`src/rtl/hpel_pkg.sv`:
```
// Shared constants for the half-pel interpolation engine: filter taps,
// rounding constants, result-stream index map and the job FSM state type.
// No ports; imported by hpel_interp_engine and tap6_filter.
package hpel_pkg;

    // Six-tap half-pel filter coefficients, applied oldest-to-newest sample.
    localparam int TAPS [6] = '{1, -5, 20, 20, -5, 1};

    // Single-pass results carry a gain of 32, two-pass results a gain of 1024.
    localparam int RND_H = 16;
    localparam int SH_H  = 5;
    localparam int RND_D = 512;
    localparam int SH_D  = 10;

    // pel_idx = 3*(dy+1) + (dx+1), dx/dy in half-pel steps {-1,0,+1}.
    localparam logic [3:0] IDX_UL = 4'd0;
    localparam logic [3:0] IDX_U  = 4'd1;
    localparam logic [3:0] IDX_UR = 4'd2;
    localparam logic [3:0] IDX_L  = 4'd3;
    localparam logic [3:0] IDX_C  = 4'd4;
    localparam logic [3:0] IDX_R  = 4'd5;
    localparam logic [3:0] IDX_DL = 4'd6;
    localparam logic [3:0] IDX_D  = 4'd7;
    localparam logic [3:0] IDX_DR = 4'd8;

    // Job timeline, counted in cycles after the start-acceptance cycle.
    localparam int N_READS       = 49;
    localparam int CYC_FETCH_END = 50;
    localparam int CYC_CALC_BEG  = 51;
    localparam int CYC_CALC_END  = 54;

    typedef enum logic [1:0] {
        ST_IDLE,
        ST_FETCH,
        ST_CALC,
        ST_OUT
    } state_t;

endpackage

```
`src/rtl/hpel_interp_engine_tap6_filter.sv`:
```
// tap6_filter: combinational signed six-tap sum y = x0-5x1+20x2+20x3-5x4+x5.
// Ports: x[6] signed IN_W-bit samples, y signed OUT_W-bit sum.
// Purely combinational; OUT_W must be wide enough for the full tap gain.
module tap6_filter
    import hpel_pkg::*;
#(
    parameter int IN_W  = 9,
    parameter int OUT_W = 15
) (
    input  logic signed [IN_W-1:0]  x [6],
    output logic signed [OUT_W-1:0] y
);

    always_comb begin
        y = '0;
        for (int i = 0; i < 6; i++) begin
            y = y + OUT_W'(x[i]) * OUT_W'(TAPS[i]);
        end
    end

endmodule

```
`src/rtl/hpel_interp_engine.sv`:
```
// hpel_interp_engine: fetches the 7x7 neighbourhood of a centre pixel and
// emits the 9 half-pel interpolated positions around it (idx 0..8).
// Ports: clk/rst (async active-low); start/center_addr job request;
// rd_en/rd_addr/rd_data window memory (1-cycle read latency);
// busy, pel_valid/pel_idx/pel_data result stream, done on the last beat.
module hpel_interp_engine
    import hpel_pkg::*;
#(
    parameter int PIX_W  = 8,
    parameter int WIN_W  = 16,
    parameter int WIN_H  = 16,
    parameter int ADDR_W = $clog2(WIN_W * WIN_H)
) (
    input  logic              clk,
    input  logic              rst,
    input  logic              start,
    input  logic [ADDR_W-1:0] center_addr,
    output logic              rd_en,
    output logic [ADDR_W-1:0] rd_addr,
    input  logic [PIX_W-1:0]  rd_data,
    output logic              busy,
    output logic              pel_valid,
    output logic [3:0]        pel_idx,
    output logic [PIX_W-1:0]  pel_data,
    output logic              done
);

    localparam int CW = $clog2(WIN_W);
    localparam int RW = ADDR_W - CW;
    localparam int PW = PIX_W + 1;   // pixel as a non-negative signed value
    localparam int HW = PIX_W + 7;   // single-pass accumulator
    localparam int DW = PIX_W + 13;  // two-pass accumulator
    localparam logic signed [DW-1:0] PIX_MAX = DW'((1 << PIX_W) - 1);

    // Neighbour (r-3, k-3) of centre c, clamped so the edge pixel repeats.
    function automatic logic [ADDR_W-1:0] nbr_addr(input logic [ADDR_W-1:0] c,
                                                   input logic [2:0] r,
                                                   input logic [2:0] k);
        int y;
        int x;
        y = int'(c[ADDR_W-1:CW]) + int'(r) - 3;
        x = int'(c[CW-1:0]) + int'(k) - 3;
        if (y < 0) y = 0; else if (y > WIN_H - 1) y = WIN_H - 1;
        if (x < 0) x = 0; else if (x > WIN_W - 1) x = WIN_W - 1;
        return {RW'(y), CW'(x)};
    endfunction

    function automatic logic [PIX_W-1:0] clip(input logic signed [DW-1:0] v);
        if (v[DW-1])         return '0;
        else if (v > PIX_MAX) return '1;
        else                  return v[PIX_W-1:0];
    endfunction

    function automatic logic [PIX_W-1:0] round_h(input logic signed [HW-1:0] v);
        logic signed [HW-1:0] t;
        t = (v + HW'(RND_H)) >>> SH_H;
        return clip(DW'(t));
    endfunction

    function automatic logic [PIX_W-1:0] round_d(input logic signed [DW-1:0] v);
        return clip((v + DW'(RND_D)) >>> SH_D);
    endfunction

    state_t            state;
    logic [5:0]        cyc;        // cycles since acceptance
    logic [ADDR_W-1:0] cen;
    logic [2:0]        nr, nc;     // neighbourhood coords of the next read
    logic              data_vld;   // rd_data carries a fetched pixel this cycle
    logic [2:0]        dc;         // neighbourhood column of that pixel
    logic [1:0]        calc_k;

    logic [PIX_W-1:0]     rowbuf [6];  // first six pixels of the row in flight
    logic signed [HW-1:0] hm [7];      // horizontal -1/2 per row, unrounded
    logic signed [HW-1:0] hp [7];      // horizontal +1/2 per row, unrounded
    logic [PIX_W-1:0]     ctr [7];     // integer centre column per row
    logic [PIX_W-1:0]     res [9];

    logic signed [PW-1:0] hwin_m [6], hwin_p [6], vwin [6];
    logic signed [HW-1:0] dwin [6];
    logic signed [HW-1:0] h_m, h_p, v_sum;
    logic signed [DW-1:0] d_sum;

    assign calc_k = 2'(cyc - 6'(CYC_CALC_BEG));

    // The row's seventh pixel arrives on rd_data while rowbuf holds the other six,
    // so both horizontal half-pels of the row are ready on that beat.
    // In CALC, step k selects the vertical/diagonal source: k[0] picks -1/2 vs +1/2
    // horizontally (and upper vs lower vertical), k[1] the lower diagonal rows.
    always_comb begin
        for (int i = 0; i < 6; i++) begin
            hwin_m[i] = signed'({1'b0, rowbuf[i]});
            vwin[i]   = signed'({1'b0, ctr[3'(i) + {2'b00, calc_k[0]}]});
            dwin[i]   = calc_k[0] ? hp[3'(i) + {2'b00, calc_k[1]}]
                                  : hm[3'(i) + {2'b00, calc_k[1]}];
        end
        for (int i = 0; i < 5; i++) begin
            hwin_p[i] = signed'({1'b0, rowbuf[i+1]});
        end
        hwin_p[5] = signed'({1'b0, rd_data});
    end

    tap6_filter #(.IN_W(PW), .OUT_W(HW)) u_h_m (.x(hwin_m), .y(h_m));
    tap6_filter #(.IN_W(PW), .OUT_W(HW)) u_h_p (.x(hwin_p), .y(h_p));
    tap6_filter #(.IN_W(PW), .OUT_W(HW)) u_v   (.x(vwin),   .y(v_sum));
    tap6_filter #(.IN_W(HW), .OUT_W(DW)) u_d   (.x(dwin),   .y(d_sum));

    always_ff @(posedge clk) begin
        if (data_vld) begin
            for (int i = 0; i < 5; i++) rowbuf[i] <= rowbuf[i+1];
            rowbuf[5] <= rd_data;
            if (dc == 3'd6) begin
                for (int i = 0; i < 6; i++) begin
                    hm[i]  <= hm[i+1];
                    hp[i]  <= hp[i+1];
                    ctr[i] <= ctr[i+1];
                end
                hm[6]  <= h_m;
                hp[6]  <= h_p;
                ctr[6] <= rowbuf[3];
            end
        end
        if (state == ST_CALC) begin
            case (calc_k)
                2'd0: begin
                    res[IDX_UL] <= round_d(d_sum);
                    res[IDX_U]  <= round_h(v_sum);
                    res[IDX_L]  <= round_h(hm[3]);
                    res[IDX_C]  <= ctr[3];
                    res[IDX_R]  <= round_h(hp[3]);
                end
                2'd1: begin
                    res[IDX_UR] <= round_d(d_sum);
                    res[IDX_D]  <= round_h(v_sum);
                end
                2'd2:    res[IDX_DL] <= round_d(d_sum);
                default: res[IDX_DR] <= round_d(d_sum);
            endcase
        end
    end

    always_ff @(posedge clk or negedge rst) begin
        if (!rst) begin
            state     <= ST_IDLE;
            cyc       <= '0;
            cen       <= '0;
            nr        <= '0;
            nc        <= '0;
            dc        <= '0;
            data_vld  <= 1'b0;
            busy      <= 1'b0;
            done      <= 1'b0;
            rd_en     <= 1'b0;
            rd_addr   <= '0;
            pel_valid <= 1'b0;
            pel_idx   <= '0;
            pel_data  <= '0;
        end else begin
            data_vld <= rd_en;
            if (data_vld) dc <= (dc == 3'd6) ? 3'd0 : dc + 3'd1;
            case (state)
                ST_IDLE: begin
                    if (start) begin
                        state   <= ST_FETCH;
                        cyc     <= 6'd1;
                        cen     <= center_addr;
                        busy    <= 1'b1;
                        rd_en   <= 1'b1;
                        rd_addr <= nbr_addr(center_addr, 3'd0, 3'd0);
                        nr      <= 3'd0;
                        nc      <= 3'd1;
                        dc      <= 3'd0;
                    end
                end
                ST_FETCH: begin
                    cyc <= cyc + 6'd1;
                    if (cyc < 6'(N_READS)) begin
                        rd_en   <= 1'b1;
                        rd_addr <= nbr_addr(cen, nr, nc);
                        if (nc == 3'd6) begin
                            nc <= 3'd0;
                            nr <= nr + 3'd1;
                        end else begin
                            nc <= nc + 3'd1;
                        end
                    end else begin
                        rd_en   <= 1'b0;
                        rd_addr <= '0;
                    end
                    if (cyc == 6'(CYC_FETCH_END)) state <= ST_CALC;
                end
                ST_CALC: begin
                    cyc <= cyc + 6'd1;
                    if (cyc == 6'(CYC_CALC_END)) begin
                        state     <= ST_OUT;
                        pel_valid <= 1'b1;
                        pel_idx   <= IDX_UL;
                        pel_data  <= res[IDX_UL];
                    end
                end
                default: begin
                    cyc <= cyc + 6'd1;
                    if (pel_idx == IDX_DR) begin
                        state     <= ST_IDLE;
                        busy      <= 1'b0;
                        done      <= 1'b0;
                        pel_valid <= 1'b0;
                        pel_idx   <= '0;
                        pel_data  <= '0;
                    end else begin
                        pel_idx  <= pel_idx + 4'd1;
                        pel_data <= res[pel_idx + 4'd1];
                        done     <= (pel_idx == IDX_D);
                    end
                end
            endcase
        end
    end

endmodule
```
`config.mk`:
```
export PLATFORM = sky130hd
export DESIGN_NAME = hpel_interp_engine
export DESIGN_NICKNAME = d
export VERILOG_FILES = /design/src/rtl/hpel_pkg.sv /design/src/rtl/hpel_interp_engine_tap6_filter.sv /design/src/rtl/hpel_interp_engine.sv
export SDC_FILE = /design/constraint.sdc
export NUM_CORES = 2
export LEC_CHECK = 0
export CAP_MARGIN = 10
export CORE_ASPECT_RATIO = 0.6
export CORE_UTILIZATION = 41
export CTS_CLUSTER_DIAMETER = 80
export CTS_CLUSTER_SIZE = 28
export DETAILED_ROUTE_END_ITERATION = 8
export SKIP_LAST_GASP = 1
export SLEW_MARGIN = 25
export SYNTH_ARGS = -nofsm -noshare
export SYNTH_HDL_FRONTEND = slang
export SYNTH_SLANG_ARGS = --single-unit
```
`constraint.sdc`:
```
create_clock -name clk -period 33.9 [get_ports clk]
set_input_delay 5.085 -clock clk [delete_from_list [all_inputs] [get_ports clk]]
set_output_delay 5.085 -clock clk [all_outputs]
set_load 0.02 [all_outputs]
```
==> flow_metrics.env <==
export IMPL_die_x_um=384.3
export IMPL_tritoncts="built"
export IMPL_syn_nets=3910
export IMPL_io_buffers=42
export IMPL_wl_um=79490
export IMPL_skew_ps=34.85
export IMPL_layout_worst_path_cycle_share=0.3126
export IMPL_dr_total_vias=21610
export IMPL_drc=0
export IMPL_wl_met2_um=28720
export IMPL_r2r_slack_ps=23300
export IMPL_yosys_area_top_type="edfxtp_1"
export IMPL_worst_slew_pin_slew_ps=1008
export IMPL_synth_edff_count=386
export IMPL_place_hpwl_um=64560
export IMPL_die_y_um=231.4
export IMPL_worstPathArrival_ps=10900
export IMPL_max_freq_mhz=94.37
export IMPL_synth_top_area_frac=0.3223
export IMPL_wire_per_inst_um=18.40
export IMPL_cts_htree_levels=1
export IMPL_route_met3_wl_um=4997
export IMPL_core_area_um2=86200
export IMPL_clkSinkCount=436
export IMPL_via_per_inst=5.001
export IMPL_drt_iter0_drc=1617
export IMPL_dr_pass1_iters=5
export IMPL_fin_util=0.4461
export IMPL_setup_violations_final=0
export IMPL_layout_commonest_cell="inv_1"
export IMPL_io_pins=43
export IMPL_yosys_warnings=0
export IMPL_antenna_found_initial=2
export IMPL_worst_path_max_delay_cell="dfrtp_4"
export IMPL_slowest_delay_ps=970
export IMPL_rsz0062_at_grt="no"
export IMPL_synthToLayoutAreaGrowth_pct=6.924
export IMPL_reg2reg_depth=31
export IMPL_period_needed_ps=10600
export IMPL_grt_start_max_net_pins=81
export IMPL_synthArstFlopShare=0.1147
export IMPL_netlist_area_um2=35960
export IMPL_end_kind="flop"
export IMPL_finalSetupTns_ps=0
export IMPL_ys_seq_elements=436
export IMPL_cts_resized=0
export IMPL_start_kind="flop"
export IMPL_synth_flop_cell="edfxtp_1"
export IMPL_num_rows=83
export IMPL_post_cts_buffers=0
export IMPL_criticalPathCategory="reg -> reg"
export IMPL_grt_overflow_total=0
export IMPL_root_buffer="clkbuf_16"
export IMPL_die_area_um2=88930
export IMPL_ys_seq_area_frac=0.3571
export IMPL_grt_usage=0.1797
export IMPL_finalMaxSlewViolations=0
export IMPL_drive_above_1_share=0.05233
export IMPL_r2r_end="res[0][1]$_DFFE_PP_"
export IMPL_crit_end="res[0][1]$_DFFE_PP_"
export IMPL_cts_made_buffers=21
export IMPL_postRouteAntennaNets=0
export IMPL_cp_required_ps=34210
export IMPL_timing_rr_start="cyc[0]$_DFFE_PN0N_"
export IMPL_layout_nets=3937
export IMPL_crit_fanout=58
export IMPL_hold_buffers=0
export IMPL_n_fill_cell=8062
export IMPL_globalplace_congestion=0.8719
export IMPL_synthCells=3132
export IMPL_hp_class="reg -> reg"
export IMPL_start_util=0.4172
export IMPL_mostFrequentLayoutCells="618 x inv_1, 499 x ha_1, 386 x edfxtp_1"
export IMPL_grt_pass1_vias=20910
export IMPL_clockBufferDepth=3
export IMPL_drv_cap=0
export IMPL_m1WireLength_um=44970
export IMPL_final_hold_violation_count=0
export IMPL_cp_startpoint="cyc[0]$_DFFE_PN0N_"
export IMPL_ys_top_cells_by_area="edfxtp_1 32%, ha_1 17%, fa_1 14%, inv_1 6.5%, xnor2_1 3.6%"
export IMPL_top_layer="met4"
export IMPL_clk_pin_slew_ps=120
export IMPL_insertion_delay_ps=600
export IMPL_ys_types=73
export IMPL_status="finished, final reports clean"
export IMPL_slew_headroom=0.3282
export IMPL_synth_avg_cell_area_um2=11.48
export IMPL_grt_first_pass_wirelength_um=123100
metrics by stage:
stage	cell area, µm²	cells	hold slack, ps	setup slack [ps]
floorplan	35960	3132	418.0	11930
global placement	37730	4283	421.7	23490
detailed placement	37730	4283	427.9	23360
CTS	38440	4319	446.6	23310
global route	38450	4319	461.4	22690
finish	38450	4320	444.2	23300
flip-flops by register name, indices dropped and copies added, names as in the netlist, 4 cells and up:
| register | count |
|---|---|
| pel_data | 8 |
| hp | 105 |
| res | 72 |
| cen | 8 |
| hm | 105 |
| cyc | 6 |
| ctr | 56 |
| rd_addr | 8 |
| rowbuf | 48 |
| pel_idx | 4 |
cells by family after synthesis:
kind of cell | count (synthesis) | synth area share
AOI/OAI and AO/OA | 510 | 0.09019
xor gates and xnor gates | 211 | 0.05233
adders and majority gates | 759 | 0.3182
buffers and inverters | 668 | 0.06983
DFF | 436 | 0.3571
muxes | 165 | 0.06183
and+or+nand+nor | 383 | 0.05052
cell type report:
class | instances | area (µm²) | share of cell area
Antenna cell | 1 | 2.502 | 0.00006508
Timing Repair Buffer | 53 | 498.0 | 0.01295
Inverter | 619 | 2323 | 0.06043
Clock inverter | 8 | 162.7 | 0.004230
Sequential cell | 436 | 12850 | 0.3341
Multi-Input combinational cell | 2028 | 20630 | 0.5365
Tap cell | 1147 | 1435 | 0.03733
Clock buffer | 28 | 551.8 | 0.01435
synthesized netlist by cell type (4+ instances only):
| library cell | count |
|---|---|
| or2_2 | 5 |
| o41ai_1 | 4 |
| nand2_1 | 120 |
| o21a_1 | 48 |
| ha_1 | 500 |
| and2_1 | 11 |
| a221oi_1 | 9 |
| nand2b_1 | 9 |
| edfxtp_1 | 386 |
| fa_1 | 259 |
| nor3b_1 | 5 |
| clkbuf_1 | 33 |
| a21oi_1 | 193 |
| xnor2_1 | 148 |
| xor2_1 | 61 |
| a211o_1 | 6 |
| o31ai_1 | 7 |
| o21bai_1 | 42 |
| a21o_1 | 42 |
| mux2_2 | 57 |
| buf_1 | 13 |
| o31a_1 | 4 |
| o21ai_0 | 68 |
| dfrtp_1 | 50 |
| nand3_1 | 25 |
| inv_1 | 619 |
| nor2b_1 | 43 |
| a211oi_1 | 27 |
| or3_1 | 7 |
| a31oi_1 | 9 |
| nor2_1 | 101 |
| mux2i_1 | 68 |
| and3_1 | 21 |
| nor3_1 | 22 |
| o211ai_1 | 8 |
| o21ai_1 | 9 |
| mux4_2 | 40 |
worst min path at each step:
stage	start	end	slack, ps	cells past startpoint
2_1_floorplan	hp[6][0]$_DFFE_PP_	hp[5][0]$_DFFE_PP_	420	0
3_3_place_gp	hp[6][10]$_DFFE_PP_	hp[5][10]$_DFFE_PP_	420	0
3_5_place_dp	hp[6][5]$_DFFE_PP_	hp[5][5]$_DFFE_PP_	430	0
4_1_cts	hp[2][11]$_DFFE_PP_	hp[1][11]$_DFFE_PP_	450	0
5_1_grt	hp[6][6]$_DFFE_PP_	hp[5][6]$_DFFE_PP_	460	0
6_report	hp[2][11]$_DFFE_PP_	hp[1][11]$_DFFE_PP_	440	0
critical path: cells and delay by family, from the launching register on:
kind	cells	cell delay (ps)
AOI/OAI and AO/OA	12	2570
xor gates and xnor gates	3	890
adders and majority gates	10	4170
buffers and inverters	4	960
DFF	1	970
muxes	1	570
and+or+nand+nor	1	80
metal layers:
| layer | GRT usage | up-vias |
|---|---|---|
| met2 | 0.2273 | 390 |
| met5 | 0 | - |
| met4 | 0.01835 | 0 |
| met3 | 0.03419 | 38 |
| li1 | - | 10730 |
| met1 | 0.3112 | 10450 |
Power is not shown: default switching activity piles up to over one toggle a cycle in this logic, so the estimate is an artifact.
